===== config.mk =====
export PLATFORM = sky130hd
export DESIGN_NAME = sc_level_progress_tracker
export DESIGN_NICKNAME = d
export VERILOG_FILES = /design/src/rtl/sc_level_progress_tracker_pkg.sv /design/src/rtl/sc_level_progress_tracker_prescaler.sv /design/src/rtl/sc_level_progress_tracker.sv
export SDC_FILE = /design/constraint.sdc
export NUM_CORES = 1
export LEC_CHECK = 0
export ABC_CLOCK_PERIOD_IN_PS = 1900
export CELL_PAD_IN_SITES_DETAIL_PLACEMENT = 1
export CELL_PAD_IN_SITES_GLOBAL_PLACEMENT = 1
export CORE_MARGIN = 2
export CORE_UTILIZATION = 36
export CTS_BUF_LIST = sky130_fd_sc_hd__clkbuf_4
export DETAILED_ROUTE_END_ITERATION = 8
export HOLD_SLACK_MARGIN = 0.1
export MAX_ROUTING_LAYER = met4
export PLACE_DENSITY_LB_ADDON = 0.1
export RECOVER_POWER = 100
export SYNTH_ARGS = -nofsm -noshare
export SYNTH_HDL_FRONTEND = slang
export SYNTH_SLANG_ARGS = --single-unit

===== constraint.sdc =====
create_clock -name SC_LEVELTRACKER_CLOCK_50 -period 1.9 [get_ports SC_LEVELTRACKER_CLOCK_50]
set_input_delay 0.38 -clock SC_LEVELTRACKER_CLOCK_50 [delete_from_list [all_inputs] [get_ports SC_LEVELTRACKER_CLOCK_50]]
set_output_delay 0.38 -clock SC_LEVELTRACKER_CLOCK_50 [all_outputs]
set_load 0.01 [all_outputs]

===== src/rtl/sc_level_progress_tracker_pkg.sv =====
// Shared definitions for the level progress tracker: state encoding and width helpers.
package sc_levelprogress_pkg;

  localparam int STATE_WIDTH = 3;

  typedef enum logic [STATE_WIDTH-1:0] {
    ST_IDLE       = 3'd0,
    ST_RUN        = 3'd1,
    ST_PAUSE      = 3'd2,
    ST_LEVEL_DONE = 3'd3,
    ST_GAME_WON   = 3'd4,
    ST_GAME_OVER  = 3'd5
  } state_t;

  // Ceiling log2; returns 0 for values of 1 or less.
  function automatic int clog2(input int value);
    int result;
    int span;
    result = 0;
    span   = 1;
    while (span < value) begin
      span   = span * 2;
      result = result + 1;
    end
    return result;
  endfunction

endpackage


===== src/rtl/sc_level_progress_tracker_prescaler.sv =====
// Distance-tick prescaler: emits one step pulse per TICK_DIV enabled ticks.
module sc_tick_prescaler
  import sc_levelprogress_pkg::*;
#(
  parameter int TICK_DIV = 1
) (
  input  logic clk,
  input  logic rst,
  input  logic clear,
  input  logic enable,
  input  logic tick,
  output logic step
);

  localparam int CNT_WIDTH = (TICK_DIV > 1) ? clog2(TICK_DIV) : 1;
  localparam logic [CNT_WIDTH-1:0] CNT_LAST = CNT_WIDTH'(TICK_DIV - 1);

  logic [CNT_WIDTH-1:0] count_q;
  logic                 advance;

  assign advance = enable & tick;
  // With TICK_DIV=1 the count never leaves 0, so step reduces to tick & enable.
  assign step    = advance & (count_q == CNT_LAST);

  always_ff @(posedge clk) begin
    if (rst || clear) begin
      count_q <= '0;
    end else if (step) begin
      count_q <= '0;
    end else if (advance) begin
      count_q <= count_q + 1'b1;
    end
  end

endmodule


===== src/rtl/sc_level_progress_tracker.sv =====
// Multi-level progress tracker: counts prescaled distance ticks, sequences levels,
// reports win/game-over and drives a thermometer progress bar.
//
// state      | meaning
// IDLE       | waiting for first start after reset
// RUN        | counting progress steps within the current level
// PAUSE      | crash/pause, progress and prescaler frozen
// LEVEL_DONE | level complete, holding for DONE_HOLD cycles
// GAME_WON   | final level complete, waiting for restart
// GAME_OVER  | aborted, waiting for restart
module sc_level_progress_tracker
  import sc_levelprogress_pkg::*;
#(
  parameter int PROG_WIDTH   = 5,
  parameter int LEVEL_LENGTH = 31,
  parameter int NUM_LEVELS   = 4,
  parameter int LEVEL_WIDTH  = 2,
  parameter int TICK_DIV     = 1,
  parameter int DONE_HOLD    = 8,
  parameter int BAR_WIDTH    = 8
) (
  input  logic                   SC_LEVELTRACKER_CLOCK_50,
  input  logic                   SC_LEVELTRACKER_RESET_InHigh,
  input  logic                   SC_LEVELTRACKER_Start_in,
  input  logic                   SC_LEVELTRACKER_Tick_in,
  input  logic                   SC_LEVELTRACKER_Pause_in,
  input  logic                   SC_LEVELTRACKER_Abort_in,
  output logic [PROG_WIDTH-1:0]  SC_LEVELTRACKER_Progress_OutBus,
  output logic [LEVEL_WIDTH-1:0] SC_LEVELTRACKER_Level_OutBus,
  output logic [BAR_WIDTH-1:0]   SC_LEVELTRACKER_Bar_OutBus,
  output logic [STATE_WIDTH-1:0] SC_LEVELTRACKER_State_OutBus,
  output logic                   SC_LEVELTRACKER_LevelDone_out,
  output logic                   SC_LEVELTRACKER_GameWon_out,
  output logic                   SC_LEVELTRACKER_GameOver_out
);

  localparam int HOLD_WIDTH     = (DONE_HOLD > 1) ? clog2(DONE_HOLD) : 1;
  localparam int BAR_CALC_WIDTH = PROG_WIDTH + clog2(BAR_WIDTH) + 1;

  localparam logic [PROG_WIDTH-1:0]  PROG_FULL  = PROG_WIDTH'(LEVEL_LENGTH);
  localparam logic [PROG_WIDTH-1:0]  PROG_LAST  = PROG_WIDTH'(LEVEL_LENGTH - 1);
  localparam logic [LEVEL_WIDTH-1:0] LEVEL_LAST = LEVEL_WIDTH'(NUM_LEVELS - 1);
  localparam logic [HOLD_WIDTH-1:0]  HOLD_LAST  = HOLD_WIDTH'(DONE_HOLD - 1);

  logic clk;
  logic rst;
  logic start;
  logic tick;
  logic pause;
  logic abort;

  assign clk   = SC_LEVELTRACKER_CLOCK_50;
  assign rst   = SC_LEVELTRACKER_RESET_InHigh;
  assign start = SC_LEVELTRACKER_Start_in;
  assign tick  = SC_LEVELTRACKER_Tick_in;
  assign pause = SC_LEVELTRACKER_Pause_in;
  assign abort = SC_LEVELTRACKER_Abort_in;

  state_t                 state_q, state_d;
  logic [PROG_WIDTH-1:0]  progress_q, progress_d;
  logic [LEVEL_WIDTH-1:0] level_q, level_d;
  logic [HOLD_WIDTH-1:0]  hold_q, hold_d;
  logic                   level_done_q, level_done_d;

  logic pre_clear;
  logic pre_enable;
  logic step;

  // Abort and pause both outrank the tick, so the prescaler only sees clean RUN cycles.
  assign pre_enable = (state_q == ST_RUN) & ~abort & ~pause;

  sc_tick_prescaler #(
    .TICK_DIV(TICK_DIV)
  ) u_prescaler (
    .clk    (clk),
    .rst    (rst),
    .clear  (pre_clear),
    .enable (pre_enable),
    .tick   (tick),
    .step   (step)
  );

  always_ff @(posedge clk) begin
    if (rst) begin
      state_q      <= ST_IDLE;
      progress_q   <= '0;
      level_q      <= '0;
      hold_q       <= '0;
      level_done_q <= 1'b0;
    end else begin
      state_q      <= state_d;
      progress_q   <= progress_d;
      level_q      <= level_d;
      hold_q       <= hold_d;
      level_done_q <= level_done_d;
    end
  end

  always_comb begin
    state_d      = state_q;
    progress_d   = progress_q;
    level_d      = level_q;
    hold_d       = hold_q;
    level_done_d = 1'b0;
    pre_clear    = 1'b0;

    case (state_q)
      ST_IDLE, ST_GAME_WON, ST_GAME_OVER: begin
        if (start) begin
          state_d    = ST_RUN;
          progress_d = '0;
          level_d    = '0;
          hold_d     = '0;
          pre_clear  = 1'b1;
        end
      end

      ST_RUN: begin
        if (abort) begin
          state_d = ST_GAME_OVER;
        end else if (pause) begin
          state_d = ST_PAUSE;
        end else if (step) begin
          if (progress_q == PROG_LAST) begin
            progress_d   = PROG_FULL;
            state_d      = ST_LEVEL_DONE;
            level_done_d = 1'b1;
            hold_d       = '0;
          end else begin
            progress_d = progress_q + 1'b1;
          end
        end
      end

      ST_PAUSE: begin
        if (abort) begin
          state_d = ST_GAME_OVER;
        end else if (!pause) begin
          state_d = ST_RUN;
        end
      end

      ST_LEVEL_DONE: begin
        if (abort) begin
          state_d = ST_GAME_OVER;
        end else if (hold_q == HOLD_LAST) begin
          if (level_q == LEVEL_LAST) begin
            state_d = ST_GAME_WON;
          end else begin
            state_d    = ST_RUN;
            level_d    = level_q + 1'b1;
            progress_d = '0;
            pre_clear  = 1'b1;
          end
        end else begin
          hold_d = hold_q + 1'b1;
        end
      end

      default: begin
        state_d = ST_IDLE;
      end
    endcase
  end

  // Bar compares scaled progress against per-segment thresholds; widths sized to avoid overflow.
  logic [BAR_CALC_WIDTH-1:0] scaled_progress;

  assign scaled_progress = BAR_CALC_WIDTH'(progress_q) * BAR_CALC_WIDTH'(BAR_WIDTH);

  for (genvar i = 0; i < BAR_WIDTH; i++) begin : g_bar
    localparam logic [BAR_CALC_WIDTH-1:0] THRESHOLD = BAR_CALC_WIDTH'((i + 1) * LEVEL_LENGTH);
    assign SC_LEVELTRACKER_Bar_OutBus[i] = (scaled_progress >= THRESHOLD);
  end

  assign SC_LEVELTRACKER_Progress_OutBus = progress_q;
  assign SC_LEVELTRACKER_Level_OutBus    = level_q;
  assign SC_LEVELTRACKER_State_OutBus    = state_q;
  assign SC_LEVELTRACKER_LevelDone_out   = level_done_q;
  assign SC_LEVELTRACKER_GameWon_out     = (state_q == ST_GAME_WON);
  assign SC_LEVELTRACKER_GameOver_out    = (state_q == ST_GAME_OVER);

endmodule


After elaboration in Yosys (flattened, before gate mapping)
Index checks and enable logic that the tools add are counted.
{"block": "totals", "input_bits": 6, "word_cells": 98, "out_inout_bits": 21, "ff_bits": 15}
{"block": "op_classes", "muxes": 39, "bitwise_logic": 9, "n_reduce_logical": 11, "add_sub_neg": 4, "eq_ne": 21, "n_lt_le_gt_ge": 8}
{"operator": "2-to-1 mux 3 bit", "count": 17}
{"operator": "2-to-1 mux 5 bit", "count": 8}
{"operator": "greater-or-equal comparator 8 bit (second input constant)", "count": 4}
{"operator": "greater-or-equal comparator 8 x 7 -> 1 bit (second input constant)", "count": 2}
{"operator": "inequality test 2 bit (second input constant)", "count": 8}
{"operator": "AND reduction 8 bit", "count": 2}
{"operator": "case mux 5 bit (3 select lines)", "count": 1}
{"operator": "case mux 3 bit (4 select lines)", "count": 1}
{"operator": "AND reduction 5 bit", "count": 2}
{"operator": "equality test 3 bit (second input constant)", "count": 3}
{"operator": "case mux 3 bit (3 select lines)", "count": 1}
{"operator": "greater-or-equal comparator 8 x 5 -> 1 bit (second input constant)", "count": 1}
{"operator": "greater-or-equal comparator 8 x 6 -> 1 bit (second input constant)", "count": 1}
{"operator": "2-to-1 mux 2 bit", "count": 4}
{"operator": "equality test 3 x 2 -> 1 bit (second input constant)", "count": 2}
{"operator": "inequality test 3 bit (second input constant)", "count": 2}
{"operator": "adder 5 x 1 -> 5 bit (second input constant)", "count": 1}
{"operator": "equality test 5 bit (second input constant)", "count": 1}
{"operator": "2-to-1 mux 1 bit", "count": 5}
{"operator": "inverter 1 bit", "count": 5}
{"operator": "OR reduction 5 bit", "count": 1}
{"operator": "AND 1 bit", "count": 4}
{"operator": "inequality test 4 x 3 -> 1 bit (second input constant)", "count": 1}
{"operator": "inequality test 4 bit (second input constant)", "count": 1}
{"operator": "14 further kinds", "count": 14}

Depth between registers and ports, before layout
{"block": "depth", "depth_word": 9, "ltp_mapped": 6, "ltp_nobuf": 6}

Cells and area by module
From an unflattened synthesis, not the netlist that was laid out.
{"block": "unflattened", "cells_unflattened": 129, "area_unflattened_um2": 1086.0}
{"mod": "sc_level_progress_tracker", "instances": 1, "seq_area_each_um2": 280.3, "area_per_inst_um2": 1048.5, "cells_per_inst": 124}
{"mod": "sc_tick_prescaler", "instances": 1, "seq_area_each_um2": 20.0, "area_per_inst_um2": 37.5, "cells_per_inst": 5}

Worst setup path after synthesis
OpenSTA, ideal clock, no wires.
{"block": "synth_path", "path_type": "reg-to-reg", "from": "reg state_q[1] (netlist: SC_LEVELTRACKER_State_OutBus[1])", "to": "reg hold_q[0]", "arrival_ns": 1.499, "path_slack_ns": 0.280, "n_path_buf": 1, "required_time_ns": 1.779, "synth_period_minus_slack_ns": 1.620, "setup_time_ns": 0.121, "stages_incl_launch_ff": 6, "cell_sequence": "dfxtp_1 buf_6 or4b_4 nor2_2 a211oi_1 mux2_2"}
{"block": "synth_between", "elab_chain_cells": 7, "word_cells_on_any_way": 20, "cone_classes": "eq/ne (11); mux (1); bitwise (4); reduce/logical (4)"}
{"item": "start: declaration", "line_no": "sc_level_progress_tracker.sv:59", "text": "state_t state_q, state_d;"}
{"item": "start signal: assignment", "line_no": "sc_level_progress_tracker.sv:91", "text": "state_q <= state_d;"}
{"item": "equality test 3 x 1 -> 1 bit", "line_no": "sc_level_progress_tracker.sv:70, sc_level_progress_tracker.sv:107"}
{"item": "AND 1 bit (2 in a row)", "line_no": "sc_level_progress_tracker.sv:70", "text": "assign pre_enable = (state_q == ST_RUN) & ~abort & ~pause;"}
{"item": "AND 1 bit", "line_no": "sc_level_progress_tracker_prescaler.sv:21", "text": "assign advance = enable & tick;"}
{"item": "AND 1 bit", "line_no": "sc_level_progress_tracker_prescaler.sv:23", "text": "assign step = advance & (count_q == CNT_LAST);"}
{"item": "inequality test 2 bit (no source line)"}
{"item": "AND reduction 8 bit (no source line)"}
{"item": "end signal: assignment", "line_no": "sc_level_progress_tracker.sv:94", "text": "hold_q <= hold_d;"}
{"item": "end: declaration", "line_no": "sc_level_progress_tracker.sv:62", "text": "logic [HOLD_WIDTH-1:0] hold_q, hold_d;"}
Several ways; a longest one is shown, not always the timed one.
A chain may end at the register's enable or synchronous reset.

Worst setup path after layout
{"block": "layout_path", "from": "reg progress_q[1] (netlist: SC_LEVELTRACKER_Progress_OutBus[1])", "to": "out SC_LEVELTRACKER_Bar_OutBus[7]"}
{"block": "layout_between", "elab_chain_cells": 1}
{"item": "start: declaration", "line_no": "sc_level_progress_tracker.sv:60", "text": "logic [PROG_WIDTH-1:0] progress_q, progress_d;"}
{"item": "start signal: assignment", "line_no": "sc_level_progress_tracker.sv:92", "text": "progress_q <= progress_d;"}
{"item": "greater-or-equal comparator 8 bit", "line_no": "sc_level_progress_tracker.sv:173", "text": "assign SC_LEVELTRACKER_Bar_OutBus[i] = (scaled_progress >= THRESHOLD);"}
{"item": "end: declaration", "line_no": "sc_level_progress_tracker.sv:30", "text": "output logic [BAR_WIDTH-1:0] SC_LEVELTRACKER_Bar_OutBus,"}
No other way between the ends.

==> implementation parameters <==
Parameter                              Value

Drt
  DR vias    991
  Detailed Route Iter0 Violations    14
  Final ANT Viol Nets    0
  DRT Wirelength    2692 µm
  WL per Instance    14.96 µm
  DRC    0
  Number of iterations in the first detailed-routing pass    4
  Detail-routed via count per cell    5.506

Cells and area
  Growth of design area from synthesis to finish    45.45%
  Non-Filler Instances    180
  Share of the core filled with cells in the final layout    56.35%
  Layout cells sized above 1    26.67%
  Antenna Diode Count    0
  NumNets Final    163

STA
  Worst setup slack after layout    0.06216 ns
  Final period util    96.73%
  Final worst path period need    1.838 ns
  Setup repair after global routing missed its margin    true
  Slew margin rel.    71.53%
  Final worst clock skew    0.005949 ns
  Slew @ Worst Pin    0.4212 ns
  Final setup vio count    0
  Final hold violation count    0
  Final count of pins violating max slew    0
  Upper clock frequency limit    544.1 MHz

Clock tree
  Clock-pin slew on the worst setup and hold paths    0.10 ns
  Count of clock tree sinks    15
  # H-tree levels    1
  Later-pin clock latency in the skew report    0.29 ns
  CTS tree    built
  Cell at the root of the clock tree    sky130_fd_sc_hd__clkbuf_4
  Number of buffers created by CTS    3
  Number of hold-repair buffers added at the cts stage    0
  Clock buffer depth    2

Power
  VDD IR max    0.3698 mV
  Power Density    503.9 nW/µm²
  Total leakage power    0.6899 nW

Synthesis
  Post-Synthesis Mean Instance Area    8.803 µm²
  Synth area leaders    sky130_fd_sc_hd__dfxtp_1 31%, sky130_fd_sc_hd__ha_1 7.7%, sky130_fd_sc_hd__nand2_1 5.8%
  Number of distinct library cells after synthesis    48
  Largest area contributor in the netlist    sky130_fd_sc_hd__dfxtp_1
  Cell count after synthesis    111
  Synthesized cell area    977.2 µm²
  Post-synthesis net count    123
  Primary FF master, synth    sky130_fd_sc_hd__dfxtp_1
  Leading post-synthesis cells by instance count    15 x sky130_fd_sc_hd__dfxtp_1, 15 x sky130_fd_sc_hd__nand2_1, 7 x sky130_fd_sc_hd__and3_1, 6 x sky130_fd_sc_hd__ha_1, 6 x sky130_fd_sc_hd__nor2_1
  Sequential cell area fraction in the yosys report    30.73%
  Fraction of synthesized cell area taken by the top area cell type    30.73%
  Mux share of post-synthesis cell area    5.250%
  Yosys Warn Count    0
  Simple-gate share of the synthesized area    30.73%
  Number of flops mapped to enable cells by yosys    0
  Largest family of logic cells by synthesized area    simple AND/OR/NAND/NOR gates
  Synthesized flop and latch total    15
  Ys async rst share    0%
  Post-synthesis xor/xnor area fraction    0%
  Adder-cell area share of the yosys netlist    7.682%
  Post-synthesis compound-gate area fraction    20.10%

Global routing
  Combined global-route utilization of all metal layers    18.15%
  Aggregate global routing overflow    0
  Number of global-route vias before repair    945
  Pin count of the biggest net entering global routing    12
  Wire length of the first global-routing pass    4443 µm
  Antenna violations before repair    0

Critical path
  Setup crit end kind    output port
  Startpoint of the most critical setup path    SC_LEVELTRACKER_Progress_OutBus[1]
  Arrival time at the worst endpoint    1.46 ns
  Required @ worst endpoint    1.52 ns
  Kind of critical path    register to output port
  Largest driver fanout on the critical path    2
  Worst flop-to-flop path startpoint    SC_LEVELTRACKER_Progress_OutBus[0]
  Worst Setup Start Kind    register

Placement
  Setup slack at placement    -0.1099 ns
  Placed wire-length estimate    2124 µm
  Total of buffers placed on input and output ports    26
  Total instance count after detailed placement    176
  Last weighted congestion value of the routability-driven placer    0.8179

Die
  IO Count    27
  Effective utilization at floorplan    38.74%
  Floorplan die area    3147 µm²
  X dimension of the die    56.10 µm
  Core ar.    2522 µm²
  DIE HEIGHT    56.10 µm
  Row count    18

Job
  Max-cap violations    0

Status
  Result of the run    completed

Hold path
  Type of the most critical hold path    register to register
  Startpoint of the worst hold path    hold_q[2]
-- sequential cells by signal, indices dropped and copies added (netlist names) --
| name | count |
|---|---|
| SC_LEVELTRACKER_Progress_OutBus | 5 |
| u_prescaler.count_q | 1 |
| SC_LEVELTRACKER_Level_OutBus | 2 |
| SC_LEVELTRACKER_State_OutBus | 3 |
| SC_LEVELTRACKER_LevelDone_out | 1 |
| hold_q | 3 |
-- power breakdown --
part           switching [mW]  internal, mW  total [mW]
combinational          0.0902        0.0966       0.187
sequential             0.0187         0.321       0.340
clock                   0.110        0.0802       0.190
total                   0.218         0.498       0.716
-- layer usage --
layer  track usage [%]  share of wire, %  vias to the layer above
met5                 -                 0                        -
met4             6.122               1.2                        0
met3             4.884               3.0                        5
met2             26.72                47                       13
met1             23.98                49                      485
li1                  -                 -                      488
-- cell families (layout without fill, tap and decap cells) --
| kind of cell | after synthesis | count (layout) |
|---|---|---|
| compound gates | 23 | 23 |
| flops | 15 | 15 |
| buf+inv | 11 | 50 |
| fa+ha+maj | 6 | 6 |
| mux | 5 | 5 |
| simple gates | 51 | 51 |
-- cell type report --
type                            instances  area (µm²)
Inverter                                4       15.01
Sequential cell                        15       319.1
Tap cell                               30       37.54
Timing Repair Buffer                   42       376.6
Fill cell                             299        1101
Clock inverter                          1       7.507
Multi-Input combinational cell         85       643.1
Clock buffer                            3       22.52
-- stage by stage --
stage               total power [mW]  cell area, µm²  hold WS (ns)   TNS, ns
floorplan                     0.4589           977.2        0.4536         0
global placement              0.5335            1356        0.4704   -0.4145
detailed placement            0.5368            1356        0.4749   -0.7653
CTS                           0.7279            1391        0.5039   -0.1039
global route                  0.7648            1421        0.5202  -0.01755
finish                        0.7162            1421        0.4974         0
-- placed cells by master, fill, tap and decap left out, types with 2 or more instances in the layout --
cell type                         netlist  routed
sky130_fd_sc_hd__a211o_1                2       2
sky130_fd_sc_hd__a21oi_1                2       2
sky130_fd_sc_hd__a22o_1                 2       2
sky130_fd_sc_hd__and3_1                 7       6
sky130_fd_sc_hd__buf_4                  1      16
sky130_fd_sc_hd__clkbuf_4               0       3
sky130_fd_sc_hd__clkdlybuf4s50_1        0      18
sky130_fd_sc_hd__dfxtp_1               15       8
sky130_fd_sc_hd__dfxtp_2                0       3
sky130_fd_sc_hd__dfxtp_4                0       4
sky130_fd_sc_hd__dlygate4sd2_1          0       3
sky130_fd_sc_hd__dlymetal6s2s_1         0       2
sky130_fd_sc_hd__ha_1                   6       4
sky130_fd_sc_hd__inv_1                  4       3
sky130_fd_sc_hd__mux2i_1                4       4
sky130_fd_sc_hd__nand2_1               15      15
sky130_fd_sc_hd__nand2b_1               2       2
sky130_fd_sc_hd__nand3_1                2       2
sky130_fd_sc_hd__nor2_1                 6       6
sky130_fd_sc_hd__nor3_1                 2       2
sky130_fd_sc_hd__nor3b_1                4       4
sky130_fd_sc_hd__o21ai_0                2       2
-- worst max-delay path, stage by stage (launching register included) --
cell and delay (ns):
sky130_fd_sc_hd__dfxtp_1 0.35, sky130_fd_sc_hd__ha_4 0.17, sky130_fd_sc_hd__and3_4 0.17, sky130_fd_sc_hd__ha_2 0.15, sky130_fd_sc_hd__a41o_1 0.20, sky130_fd_sc_hd__buf_2 0.14
-- timing repair --
| action | 4_1_cts | 5_1_grt |
|---|---|---|
| setup endpoints to repair | 8 | 6 |
| pin swaps | 0 | 0 |
| setup buffers | 0 | 0 |
| resized for setup | 13 | 14 |
-- worst paths after layout --
check / endpoint / slack, ns / cells after the start
worst max register to register: SC_LEVELTRACKER_State_OutBus[2] / 0.16 / 8
worst min-delay path: hold_q[2] / 0.50 / 1
worst max-delay path: SC_LEVELTRACKER_Bar_OutBus[7] / 0.06 / 5
worst min register to register: hold_q[2] / 0.50 / 1
No activity file was read; power rests on OpenSTA's default activity.
